===== config.mk =====
export PLATFORM = sky130hd
export DESIGN_NAME = tt_um_serial_addsub
export DESIGN_NICKNAME = d
export VERILOG_FILES = /design/src/rtl/tt_um_serial_addsub.sv
export SDC_FILE = /design/constraint.sdc
export NUM_CORES = 1
export LEC_CHECK = 0
export CAP_MARGIN = 20
export CORE_AREA = 4 4 56 58
export DETAILED_ROUTE_END_ITERATION = 7
export DIE_AREA = 0 0 60 62
export PLACE_DENSITY = 0.88
export SLEW_MARGIN = 20
export SYNTH_ARGS = -nofsm -noshare
export SYNTH_HDL_FRONTEND = slang
export SYNTH_SLANG_ARGS = --single-unit

===== constraint.sdc =====
create_clock -name clk -period 3.5 [get_ports clk]
set_input_delay 1.05 -clock clk [delete_from_list [all_inputs] [get_ports clk]]
set_output_delay 1.05 -clock clk [all_outputs]
set_load 0.01 [all_outputs]

===== src/rtl/tt_um_serial_addsub.sv =====
// Bit-serial 4-bit add/subtract, LSB first, through a 1-bit full adder/subtractor.
// Latency: done rises 7 edges after start is first sampled high; starts during SHIFT are dropped.
module tt_um_serial_addsub (
  input  logic       clk,
  input  logic       rst_n,
  input  logic       ena,
  input  logic [7:0] ui_in,
  input  logic [7:0] uio_in,
  output logic [7:0] uo_out,
  output logic [7:0] uio_out,
  output logic [7:0] uio_oe
);

  typedef enum logic [1:0] {
    IDLE    = 2'd0,
    SHIFT   = 2'd1,
    DONE    = 2'd2,
    ILLEGAL = 2'd3
  } state_t;

  state_t     r_state, w_next;
  logic       r_sync1, r_sync2, r_sync2_d;
  logic [3:0] r_a, r_b, r_acc, r_res;
  logic [1:0] r_cnt;
  logic       r_mode, r_bc, r_co, r_zero;

  logic       w_start, w_load, w_step, w_last;
  logic       w_a, w_b, w_sum, w_bc_nxt;
  logic [3:0] w_acc_nxt;
  logic       w_unused;

  assign w_unused = &{1'b0, uio_in[7:2]};

  // The edge detector keeps sampling while ena is low, so an edge seen then is consumed.
  assign w_start = r_sync2 & ~r_sync2_d;

  always_ff @(posedge clk or negedge rst_n) begin
    if (!rst_n) begin
      r_sync1   <= 1'b0;
      r_sync2   <= 1'b0;
      r_sync2_d <= 1'b0;
    end else begin
      r_sync1   <= uio_in[0];
      r_sync2   <= r_sync1;
      r_sync2_d <= r_sync2;
    end
  end

  always_ff @(posedge clk or negedge rst_n) begin
    if (!rst_n) r_state <= IDLE;
    else        r_state <= w_next;
  end

  always_comb begin
    w_next = r_state;
    w_load = 1'b0;
    w_step = 1'b0;
    w_last = 1'b0;
    case (r_state)
      IDLE, DONE: begin
        if (ena && w_start) begin
          w_next = SHIFT;
          w_load = 1'b1;
        end
      end
      SHIFT: begin
        if (ena) begin
          w_step = 1'b1;
          if (r_cnt == 2'd3) begin
            w_last = 1'b1;
            w_next = DONE;
          end
        end
      end
      default: w_next = IDLE;
    endcase
  end

  assign w_a       = r_a[0];
  assign w_b       = r_b[0];
  assign w_sum     = w_a ^ w_b ^ r_bc;
  assign w_bc_nxt  = r_mode ? ((w_a & w_b) | ((w_a ^ w_b) & r_bc))
                            : ((~w_a & w_b) | (~(w_a ^ w_b) & r_bc));
  assign w_acc_nxt = {w_sum, r_acc[3:1]};

  always_ff @(posedge clk or negedge rst_n) begin
    if (!rst_n) begin
      r_a    <= 4'd0;
      r_b    <= 4'd0;
      r_acc  <= 4'd0;
      r_mode <= 1'b0;
      r_bc   <= 1'b0;
      r_cnt  <= 2'd0;
      r_res  <= 4'd0;
      r_co   <= 1'b0;
      r_zero <= 1'b0;
    end else if (w_load) begin
      r_a    <= ui_in[3:0];
      r_b    <= ui_in[7:4];
      r_mode <= uio_in[1];
      r_bc   <= 1'b0;
      r_cnt  <= 2'd0;
    end else if (w_step) begin
      r_a   <= {1'b0, r_a[3:1]};
      r_b   <= {1'b0, r_b[3:1]};
      r_acc <= w_acc_nxt;
      r_bc  <= w_bc_nxt;
      r_cnt <= r_cnt + 2'd1;
      // Visible result only changes on completion; it persists through later loads.
      if (w_last) begin
        r_res  <= w_acc_nxt;
        r_co   <= w_bc_nxt;
        r_zero <= (w_acc_nxt == 4'd0) && !w_bc_nxt;
      end
    end
  end

  assign uo_out  = {r_zero, (r_state == DONE), (r_state == SHIFT), r_co, r_res};
  assign uio_out = {r_state, r_cnt, 4'b0000};
  assign uio_oe  = 8'hF0;

endmodule


Word-level counts from Yosys, hierarchy flattened
Cells that the tools add are included.
Widths: inputs -> output; s select.
Word-level totals
  bits in registers: 27
  latch bits: 0
  RAM bits: 0
  ROM bits: 0
  bits of input ports: 19
  output and inout bits: 24
  word-level logic and storage cells: 63
  memories: 0
Operators by class
  add/subtract/negate cells: 1
  multipliers: 0
  div/mod/pow operators: 0
  magnitude comparators: 0
  eq/ne operators: 6
  shifts and indexed selects: 0
  mux-type cells: 20
  bitwise logic cells: 13
  reductions and logical operators: 10
Operators by type and width (count)
  $mux 4: 4
  $mux 1: 10
  $mux 2: 5
  $reduce_and 3->1: 2
  $and 1x1->1: 5
  $eq 2x2->1 const B: 2
  $logic_not 4->1: 1
  $ne 2x2->1 const B: 2
  $not 1->1: 4
  $pmux 2 s2: 1
  $add 2x1->2 const B: 1
  $eq 2x1->1 const B: 1
  $logic_and 1x1->1: 2
  $logic_not 2->1: 1
  $ne 2x1->1 const B: 1
  $or 1x1->1: 2
  $reduce_and 2->1: 1
  $reduce_bool 2->1: 1
  $reduce_or 2->1: 1
  $xor 1x1->1: 2
  $logic_not 1->1: 1

Longest topological paths before layout
Gate-level depths: netlist of run 1.
  depth in word-level cells: 7
  gate-level depth with buffers: 5
  depth with buffers taken out: 5

Worst setup path after synthesis of run 1
Ideal clock, no wire load.
  path kind: register to output
  start point: register r_state[0]
  end point: output uo_out[5]
  data arrival time: 0.728 ns
  required time: 2.450 ns
  slack: 1.722 ns
  stages on the path, launching flop included: 2
  path buffers: 0
  cell sequence: dfrtp_1 > nor2b_1
On the way
  longest elaborated chain between the ends: 1
RTL lines
  from (decl): RTL line 21  | state_t r_state, w_next;
  from (signal assigned): RTL line 51  | else r_state <= w_next;
  $eq 2x1->1: RTL line 118  | assign uo_out = {r_zero, (r_state == DONE), (r_state == SHIFT), r_co, r_res};
  to (decl): RTL line 9  | output logic [7:0] uo_out,
No other way between the ends.

Final worst setup path of run 1
Same ends and word-level chain as after synthesis.

==> impl_metrics.csv, run 1 <==
group,metric,value,unit
placed_design,place_ws,1.06,ns
sta,final.setup.tns,0,ns
floorplan,die-area,3720,µm²
route,top_layer,"met4",
pwr,p_switching,0.000377,W
worst_setup_path,r2r_cells,4,
pwr,swShare,34.8,%
logic_synthesis,syn_area,1250,µm²
grt,grt_remaining_overflow,0,
clocking,cts_setup_buffers,0,
worst_setup_path,r2r_start,"r_b[0]$_DFFE_PN0P_",
layout,area_growth,18.1,%
logic_synthesis,ys_warn_count,0,
layout,diodes,0,
floorplan,die_x,60,µm
floorplan,io_pins,43,
clocking,post_cts_resized,0,
route,post_drt_wl_per_cell,12.5,µm
logic_synthesis,ys_seq_elements,26,
pwr,p_seq_share,45.9,%
floorplan,die_y,62,µm
worst_setup_path,arrival,1.63,ns
pwr,comb_power_share,40.3,%
pwr,pwr-share-clk,13.8,%
sta,period_needed,2.68,ns
placed_design,dp_hpwl,1.64,mm
pwr,peakVddDrop,0.000569,V
clocking,cts_tree,"built",
sta,setup_viol,0,
clocking,ctsRootBufferMaster,"clkbuf_4",
clocking,cts_sinks,26,
layout,fillers,244,
pwr,internal-power,0.000706,W
placed_design,gp_congestion,0.763,
worst_setup_path,cp-end-kind,"output pin",
grt,grt_max_degree,27,
floorplan,rows,19,
clocking,clkTransAtPathRegs,0.12,ns
route,wirelength,2.16,mm
pwr,p_per_area,736,nW/µm²
placed_design,portBuffers,24,
sta,setup_ws,0.825,ns
sta,grt_setup_unrepaired,"no",
sta,max_freq,374,MHz
worst_setup_path,crit_path_end,"uo_out[5]",
route,drc_errors,0,
worst_setup_path,rrSetupSlack,1.76,ns
sta,fin_crit_sh,76.4,%
layout,multi_input_area,488,µm²
layout,final_area,1470,µm²
placed_design,place_area,1440,µm²
route,routed-wl-met2,1.10,mm
route,wl_met1,884,µm
logic_synthesis,synth.distinct_cells,24,
logic_synthesis,ys_seq_area_share,52.2,%
clocking,htree_levels,1,
floorplan,start_util,46.9,%
logic_synthesis,avgSynthCellArea,10.3,µm²
route,dr.pass1.iters,4,
sta,clock_skew,0.0137,ns
logic_synthesis,yosys-top-cells-area,"dfrtp_1 52%, buf_4 8.4%, nand2_1 8.4%, a21oi_1 5.6%, mux2_2 4.5%",
route,wl_met3,154,µm
layout,seq_area,651,µm²
pwr,p_leak,0.701,nW
run,maxCapViolCount,0,
route,avgViaCountPerCell,4.98,
logic_synthesis,syn_inst,121,
clocking,clkLatencyLatePin,0.33,ns
run_status,status,"finished, final reports clean",
clocking,cts_buffers,3,
grt,grt_pass1_vias,891,
route,ant_nets,0,
layout,drive_above_1_share,9.15,%
sta,report.final.slew_viol_count,0,
layout,fin_nets,165,
route,via_count,862,
worst_setup_path,critical_path_class,"register to output pin",
worst_setup_path,critPathMaxFanout,8,
logic_synthesis,yosys.area.top_type,"dfrtp_1",
logic_synthesis,synth_top_area_share,52.2,%
grt,grt_pass1_wl,3.82,mm
worst_setup_path,critPathLaunchType,"register",
clocking,clockBufferDepth,2,
worst_setup_path,r2r-end,"r_zero$_DFFE_PN0P_",
sta,hold_viol,0,
worst_setup_path,required,2.45,ns
clocking,ctsHoldBuffers,0,
route,drt_iter0_markers,2,
hold_path,hp-class,"register to register",
grt,grt_util_all_layers,13.5,%
worst_setup_path,crit_start,"r_state[0]$_DFFE_PN0P_",
grt,antenna_found_initial,0,
floorplan,coreArea,2660,µm²
## cell families after synthesis
group	Yosys count	synth area share, %
other cells	2	0.602
buf+inv	21	11.7
simple gates	44	17.3
fa+ha+maj	3	4.21
mux	6	5.32
xor+xnor	1	0.702
compound gates	18	8.02
flops	26	52.2
## state kept, by name, summed over array words and instances, names as in the netlist
register   cells
r_b            4
r_bc           1
r_state        2
r_a            4
r_mode         1
r_res          4
r_sync2        1
r_sync1        1
r_sync2_d      1
r_acc          3
r_zero         1
r_cnt          2
r_co           1
## critical path, stage by stage (launching register included)
cell	delay [ns]
dfrtp_1	0.48
nor2b_1	0.26
clkdlybuf4s50_1	0.58
## cell usage after synthesis
| library cell | n |
|---|---|
| inv_1 | 3 |
| o21ai_0 | 1 |
| a22o_1 | 2 |
| or4_1 | 1 |
| buf_6 | 2 |
| clkbuf_1 | 2 |
| mux2_2 | 5 |
| ha_1 | 1 |
| dfrtp_1 | 26 |
| nor2b_1 | 2 |
| fa_1 | 2 |
| buf_4 | 14 |
| and4bb_4 | 1 |
| and3b_2 | 1 |
| nand4b_2 | 1 |
| nand4bb_1 | 1 |
| o31ai_1 | 1 |
| xnor2_1 | 1 |
| a21oi_1 | 14 |
| nand2_1 | 28 |
| nand3b_1 | 1 |
| conb_1 | 2 |
| nor2_1 | 8 |
| mux2i_1 | 1 |
## through the flow
stage	total power (W)	hold WS (ns)	std cells	utilization, %
after floorplan	0.000783	0.331	131	-
after global placement	0.000921	0.334	169	53.9
after detailed placement	0.000949	0.339	169	53.9
after CTS	0.00110	0.368	173	55.3
after global routing	0.00117	0.386	173	55.3
final	0.00108	0.364	173	55.3
## routing by layer
layer  global-route usage, %  up-vias
li1                        -      414
met1                    15.3      418
met2                    25.2       27
met3                    2.89        3
met4                    4.75        0
met5                       0        -
## layout by cell type (no fill, tap or decap), drive strengths merged, types with 2 or more instances in the layout
cell	Yosys	routed
dfrtp	26	26
a22o	2	2
nand2	28	28
mux2	5	5
conb	2	12
a21oi	14	14
inv	3	3
nor2	8	8
fa	2	2
clkdlybuf4s50	0	24
nor2b	2	2
clkbuf	2	4
## area by class of cell
| type | count | area share [%] |
|---|---|---|
| clock buffers | 4 | 2.46 |
| multi-input cells | 84 | 33.1 |
| inverters | 3 | 0.765 |
| flip-flops and latches | 26 | 44.2 |
| repair buffers | 25 | 16.8 |
| well taps | 31 | 2.63 |
## how the worst min path moves through the flow
stage	depth (start not counted)	endpoint	slack [ns]	startpoint
6_report	0	r_sync2$_DFF_PN0_	0.36	r_sync1$_DFF_PN0_
5_1_grt	0	r_sync2$_DFF_PN0_	0.39	r_sync1$_DFF_PN0_
4_1_cts	0	r_sync2$_DFF_PN0_	0.37	r_sync1$_DFF_PN0_
3_5_place_dp	0	r_sync2$_DFF_PN0_	0.34	r_sync1$_DFF_PN0_
3_3_place_gp	0	r_sync2$_DFF_PN0_	0.33	r_sync1$_DFF_PN0_
2_1_floorplan	0	r_sync2$_DFF_PN0_	0.33	r_sync1$_DFF_PN0_
## power by group through the flow
stage	Combinational, W	Sequential, W	Clock, W
floorplan	0.000278	0.000504	0
global placement	0.000425	0.000496	0
detailed placement	0.000442	0.000506	0
CTS	0.000446	0.000500	0.000152
global route	0.000492	0.000517	0.000163
finish	0.000436	0.000498	0.000150
(Power assumes the default switching activity.)
==> run 2, diff against run 1 <==
--- a/config.mk
+++ b/config.mk
@@ -6,10 +6,10 @@
 export NUM_CORES = 1
 export LEC_CHECK = 0
 export CAP_MARGIN = 20
-export CORE_AREA = 4 4 56 58
+export CORE_AREA = 4 4 59 61
 export DETAILED_ROUTE_END_ITERATION = 7
-export DIE_AREA = 0 0 60 62
-export PLACE_DENSITY = 0.88
+export DIE_AREA = 0 0 63 65
+export PLACE_DENSITY = 0.8
 export SLEW_MARGIN = 20
 export SYNTH_ARGS = -nofsm -noshare
 export SYNTH_HDL_FRONTEND = slang
==> constraint.sdc (replaced) <==
create_clock -name clk -period 2.7 [get_ports clk]
set_input_delay 0.81 -clock clk [delete_from_list [all_inputs] [get_ports clk]]
set_output_delay 0.81 -clock clk [all_outputs]
set_load 0.01 [all_outputs]
==> impl_metrics.csv, run 2 (synthesis results as in run 1) <==
group,metric,value,unit
worst_setup_path,cpMaxStageDelayCell,"clkdlybuf4s50_1",
route,post_drt_wl_per_cell,12.7,µm
sta,report.final.slew_viol_count,0,
sta,grt_setup_unrepaired,"no",
grt,grt_max_degree,27,
worst_setup_path,cp_slowest_stage_delay,0.56,ns
pwr,p_switching,0.000497,W
worst_setup_path,critical_path_class,"register to output pin",
route,wirelength,2.23,mm
pwr,p_seq_share,45.8,%
layout,area_growth,18.3,%
floorplan,rows,20,
layout,fin_nets,165,
clocking,cts_sinks,26,
worst_setup_path,required,1.89,ns
route,wl_met1,950,µm
route,ant_nets,0,
clocking,htree_levels,1,
pwr,swShare,35.2,%
pwr,p_total,0.00141,W
grt,grt_remaining_overflow,0,
sta,final.setup.tns,0,ns
clocking,clkTransAtPathRegs,0.13,ns
floorplan,start_util,41.9,%
floorplan,die_x,63,µm
layout,final_common_cell,"nand2_1",
worst_setup_path,path_cells,"nor2b_1 > clkdlybuf4s50_1",
sta,fin_crit_sh,88.2,%
run_status,status,"finished, final reports clean",
worst_setup_path,critPathLaunchType,"register",
sta,max_freq,420,MHz
grt,grt_pass1_wl,3.95,mm
worst_setup_path,cp-end-kind,"output pin",
pwr,pwr-share-clk,13.8,%
route,routed-wl-met2,1.10,mm
worst_setup_path,arrival,1.57,ns
route,avgViaCountPerCell,5.03,
layout,top_regs,"r_a (4), r_b (4), r_res (4)",
run,maxCapViolCount,0,
pwr,comb_power_share,40.4,%
pwr,p_leak,0.701,nW
placed_design,gp_congestion,0.769,
sta,fin_hold_ws,0.367,ns
pwr,internal-power,0.000916,W
sta,clock_skew,0.00468,ns
placed_design,portBuffers,24,
clocking,ctsRootBufferMaster,"clkbuf_4",
route,dr.pass1.iters,4,
grt,grt_pass1_vias,852,
worst_setup_path,crit_family,"buffers and inverters",
floorplan,die-area,4100,µm²
clocking,ctsHoldBuffers,0,
sta,hold_viol,0,
pwr,p_per_area,958,nW/µm²
pwr,peakVddDrop,0.000510,V
clocking,cts_setup_buffers,0,
layout,fillers,275,
floorplan,io_pins,43,
layout,layout_common_cells,"28 x nand2_1, 26 x dfrtp_1, 24 x clkdlybuf4s50_1",
layout,diodes,0,
layout,final_util,49.5,%
sta,period_needed,2.38,ns
sta,setup_viol,0,
layout,drive_above_1_share,9.15,%
placed_design,dp_hpwl,1.72,mm
floorplan,coreArea,2980,µm²
route,via_count,880,
clocking,cts_tree,"built",
route,wl_met3,162,µm
worst_setup_path,path_buf_inv,1,
worst_setup_path,critPathMaxFanout,8,
route,drt_iter0_markers,20,
hold_path,hp-class,"register to register",
grt,grt_util_all_layers,11.9,%
route,top_layer,"met4",
clocking,clockBufferDepth,2,
route,drc_errors,0,
floorplan,die_y,65,µm
clocking,post_cts_resized,0,
clocking,clkLatencyLatePin,0.32,ns
grt,antenna_found_initial,0,
clocking,cts_buffers,3,
==> run 2: final timing paths <==
kind / startpoint / end / slack [ns] / cells past startpoint
setup / recovery: r_state[0]$_DFFE_PN0P_ / uo_out[5] / 0.32 / 2
hold / removal: r_sync1$_DFF_PN0_ / r_sync2$_DFF_PN0_ / 0.37 / 0
setup reg to reg: r_b[0]$_DFFE_PN0P_ / r_zero$_DFFE_PN0P_ / 0.96 / 4
hold reg to reg: r_sync1$_DFF_PN0_ / r_sync2$_DFF_PN0_ / 0.37 / 0
max in group asynchronous: rst_n / r_res[0]$_DFFE_PN0P_ / 1.62 / 2
min in group asynchronous: rst_n / r_a[3]$_DFFE_PN0P_ / 0.83 / 2
==> run 2: through the flow <==
step / cell area (µm²) / cells / setup WS (ns)
6_report: 1480 / 175 / 0.320
2_1_floorplan: 1280 / 131 / 1.06
5_1_grt: 1480 / 175 / 0.194
3_3_place_gp: 1440 / 171 / 0.527
4_1_cts: 1480 / 175 / 0.303
3_5_place_dp: 1440 / 171 / 0.452
==> run 2: layout make-up <==
class                   instances  area (µm²)  area share, %
clock buffers                   4        36.3           2.46
inverters                       3        11.3          0.763
multi-input cells              84         488           33.1
flip-flops and latches         26         651           44.1
well taps                      33        41.3           2.80
repair buffers                 25         248           16.8
==> run 2: per-layer routing <==
layer  vias to the layer above  GRT usage [%]
li1                        414              -
met1                       427           14.5
met2                        36           21.2
met3                         3           2.95
met4                         0           2.48
met5                         -              0
==> run 2: power groups by stage <==
stage	combinational, W	clock, W	sequential (W)
2_1_floorplan	0.000361	0	0.000654
3_3_place_gp	0.000551	0	0.000645
3_5_place_dp	0.000580	0	0.000659
4_1_cts	0.000582	0.000200	0.000649
5_1_grt	0.000643	0.000221	0.000668
6_report	0.000571	0.000195	0.000647
==> run 3, diff against run 2 <==
--- a/config.mk
+++ b/config.mk
@@ -9,7 +9,9 @@
 export CORE_AREA = 4 4 59 61
 export DETAILED_ROUTE_END_ITERATION = 7
 export DIE_AREA = 0 0 63 65
+export HOLD_SLACK_MARGIN = 0.1
 export PLACE_DENSITY = 0.8
+export RECOVER_POWER = 100
 export SLEW_MARGIN = 20
 export SYNTH_ARGS = -nofsm -noshare
 export SYNTH_HDL_FRONTEND = slang
==> impl_metrics.csv, run 3 (synthesis results as in run 1) <==
group,metric,value,unit
clocking,htree_levels,1,
clocking,cts_sinks,26,
sta,setup_ws,0.284,ns
floorplan,start_util,41.9,%
worst_setup_path,critPathLaunchType,"register",
worst_setup_path,required,1.89,ns
worst_setup_path,critical_path_class,"register to output pin",
clocking,post_cts_resized,0,
floorplan,die_x,63,µm
worst_setup_path,path_cells,"nor2b_1 > dlygate4sd3_1",
clocking,clockBufferDepth,2,
worst_setup_path,cpMaxStageDelayCell,"dlygate4sd3_1",
pwr,peakVddDrop,0.000511,V
route,drt_iter0_markers,20,
grt,grt_pass1_vias,852,
sta,max_slew_margin,8.91,%
placed_design,portBuffers,24,
floorplan,rows,20,
sta,max_freq,414,MHz
layout,top_regs,"r_a (4), r_b (4), r_res (4)",
worst_setup_path,arrival,1.61,ns
floorplan,die_y,65,µm
pwr,comb_power_share,39.1,%
grt,grt_remaining_overflow,0,
grt,grt_util_all_layers,11.9,%
grt,grt_pass1_wl,3.95,mm
route,ant_nets,0,
clocking,ctsHoldBuffers,0,
placed_design,dp_hpwl,1.72,mm
layout,layout_common_cells,"28 x nand2_1, 26 x dfrtp_1, 15 x dlygate4sd3_1",
sta,fin_crit_sh,89.5,%
pwr,swShare,35.6,%
sta,hold_viol,0,
worst_setup_path,rrSetupSlack,0.96,ns
layout,diodes,0,
sta,setup_viol,0,
worst_setup_path,critPathMaxFanout,8,
run,maxCapViolCount,0,
worst_setup_path,cp_slowest_stage_delay,0.62,ns
layout,area_growth,17.4,%
floorplan,coreArea,2980,µm²
route,post_drt_wl_per_cell,12.7,µm
pwr,p_leak,0.711,nW
grt,grt_max_degree,27,
pwr,internal-power,0.000886,W
worst_setup_path,cp-end-kind,"output pin",
clocking,cts_setup_buffers,0,
sta,report.final.slew_viol_count,0,
sta,final.setup.tns,0,ns
clocking,cts_buffers,3,
floorplan,io_pins,43,
pwr,pwr-share-clk,14.1,%
pwr,p_switching,0.000490,W
clocking,clkTransAtPathRegs,0.13,ns
sta,period_needed,2.42,ns
sta,fin_hold_ws,0.367,ns
route,drc_errors,0,
layout,fillers,279,
hold_path,hp-class,"register to register",
pwr,p_seq_share,46.7,%
placed_design,place_ws,0.452,ns
sta,clock_skew,0.00383,ns
sta,tightest_slew,1.37,ns
route,via_count,885,
floorplan,die-area,4100,µm²
layout,drive_above_1_share,7.04,%
clocking,clkLatencyLatePin,0.32,ns
sta,grt_setup_unrepaired,"no",
route,dr.pass1.iters,4,
layout,fin_nets,165,
layout,final_area,1460,µm²
pwr,p_per_area,940,nW/µm²
run_status,status,"finished, final reports clean",
layout,final_common_cell,"nand2_1",
clocking,cts_tree,"built",
clocking,ctsRootBufferMaster,"clkbuf_4",
grt,antenna_found_initial,0,
placed_design,place_area,1440,µm²
route,wirelength,2.22,mm
route,avgViaCountPerCell,5.06,
placed_design,gp_congestion,0.769,
run 3: worst paths after layout:
check,from,end,cells after the start
setup / recovery,r_state[0]$_DFFE_PN0P_,uo_out[5],2
hold / removal,r_sync1$_DFF_PN0_,r_sync2$_DFF_PN0_,0
setup reg to reg,r_b[0]$_DFFE_PN0P_,r_zero$_DFFE_PN0P_,4
hold reg to reg,r_sync1$_DFF_PN0_,r_sync2$_DFF_PN0_,0
max in group asynchronous,rst_n,r_cnt[0]$_DFFE_PN0P_,2
min in group asynchronous,rst_n,r_a[3]$_DFFE_PN0P_,2
run 3: through the flow:
step	util, %	instances	total power, W
6_report	49.2	175	0.00138
5_1_grt	49.2	175	0.00150
4_1_cts	49.5	175	0.00143
3_5_place_dp	48.3	171	0.00124
3_3_place_gp	48.3	171	0.00120
2_1_floorplan	-	131	0.00101
run 3: power groups by stage:
stage | clock (W) | sequential (W) | combinational [W]
3_3_place_gp | 0 | 0.000645 | 0.000551
3_5_place_dp | 0 | 0.000659 | 0.000580
4_1_cts | 0.000200 | 0.000649 | 0.000582
2_1_floorplan | 0 | 0.000654 | 0.000361
6_report | 0.000194 | 0.000643 | 0.000539
5_1_grt | 0.000221 | 0.000664 | 0.000612
run 3: critical path: cells and delay by family, from the launching register on:
family | cells | cell delay [ns]
simple gates | 1 | 0.20
buf+inv | 1 | 0.62
flops | 1 | 0.47
run 3: routing by layer:
| layer | vias up | wire length [µm] | track usage [%] |
|---|---|---|---|
| li1 | 415 | - | - |
| met1 | 429 | 948 | 14.5 |
| met2 | 38 | 1090 | 21.2 |
| met3 | 3 | 170 | 2.95 |
| met4 | 0 | 17 | 2.48 |
| met5 | - | 0 | 0 |
run 3: cell type report:
cell class / count / area (µm²) / area share, %
Inverter: 3 / 11.3 / 0.769
Clock buffer: 4 / 36.3 / 2.48
Timing Repair Buffer: 25 / 244 / 16.7
Multi-Input combinational cell: 84 / 480 / 32.8
Sequential cell: 26 / 651 / 44.4
Tap cell: 33 / 41.3 / 2.82
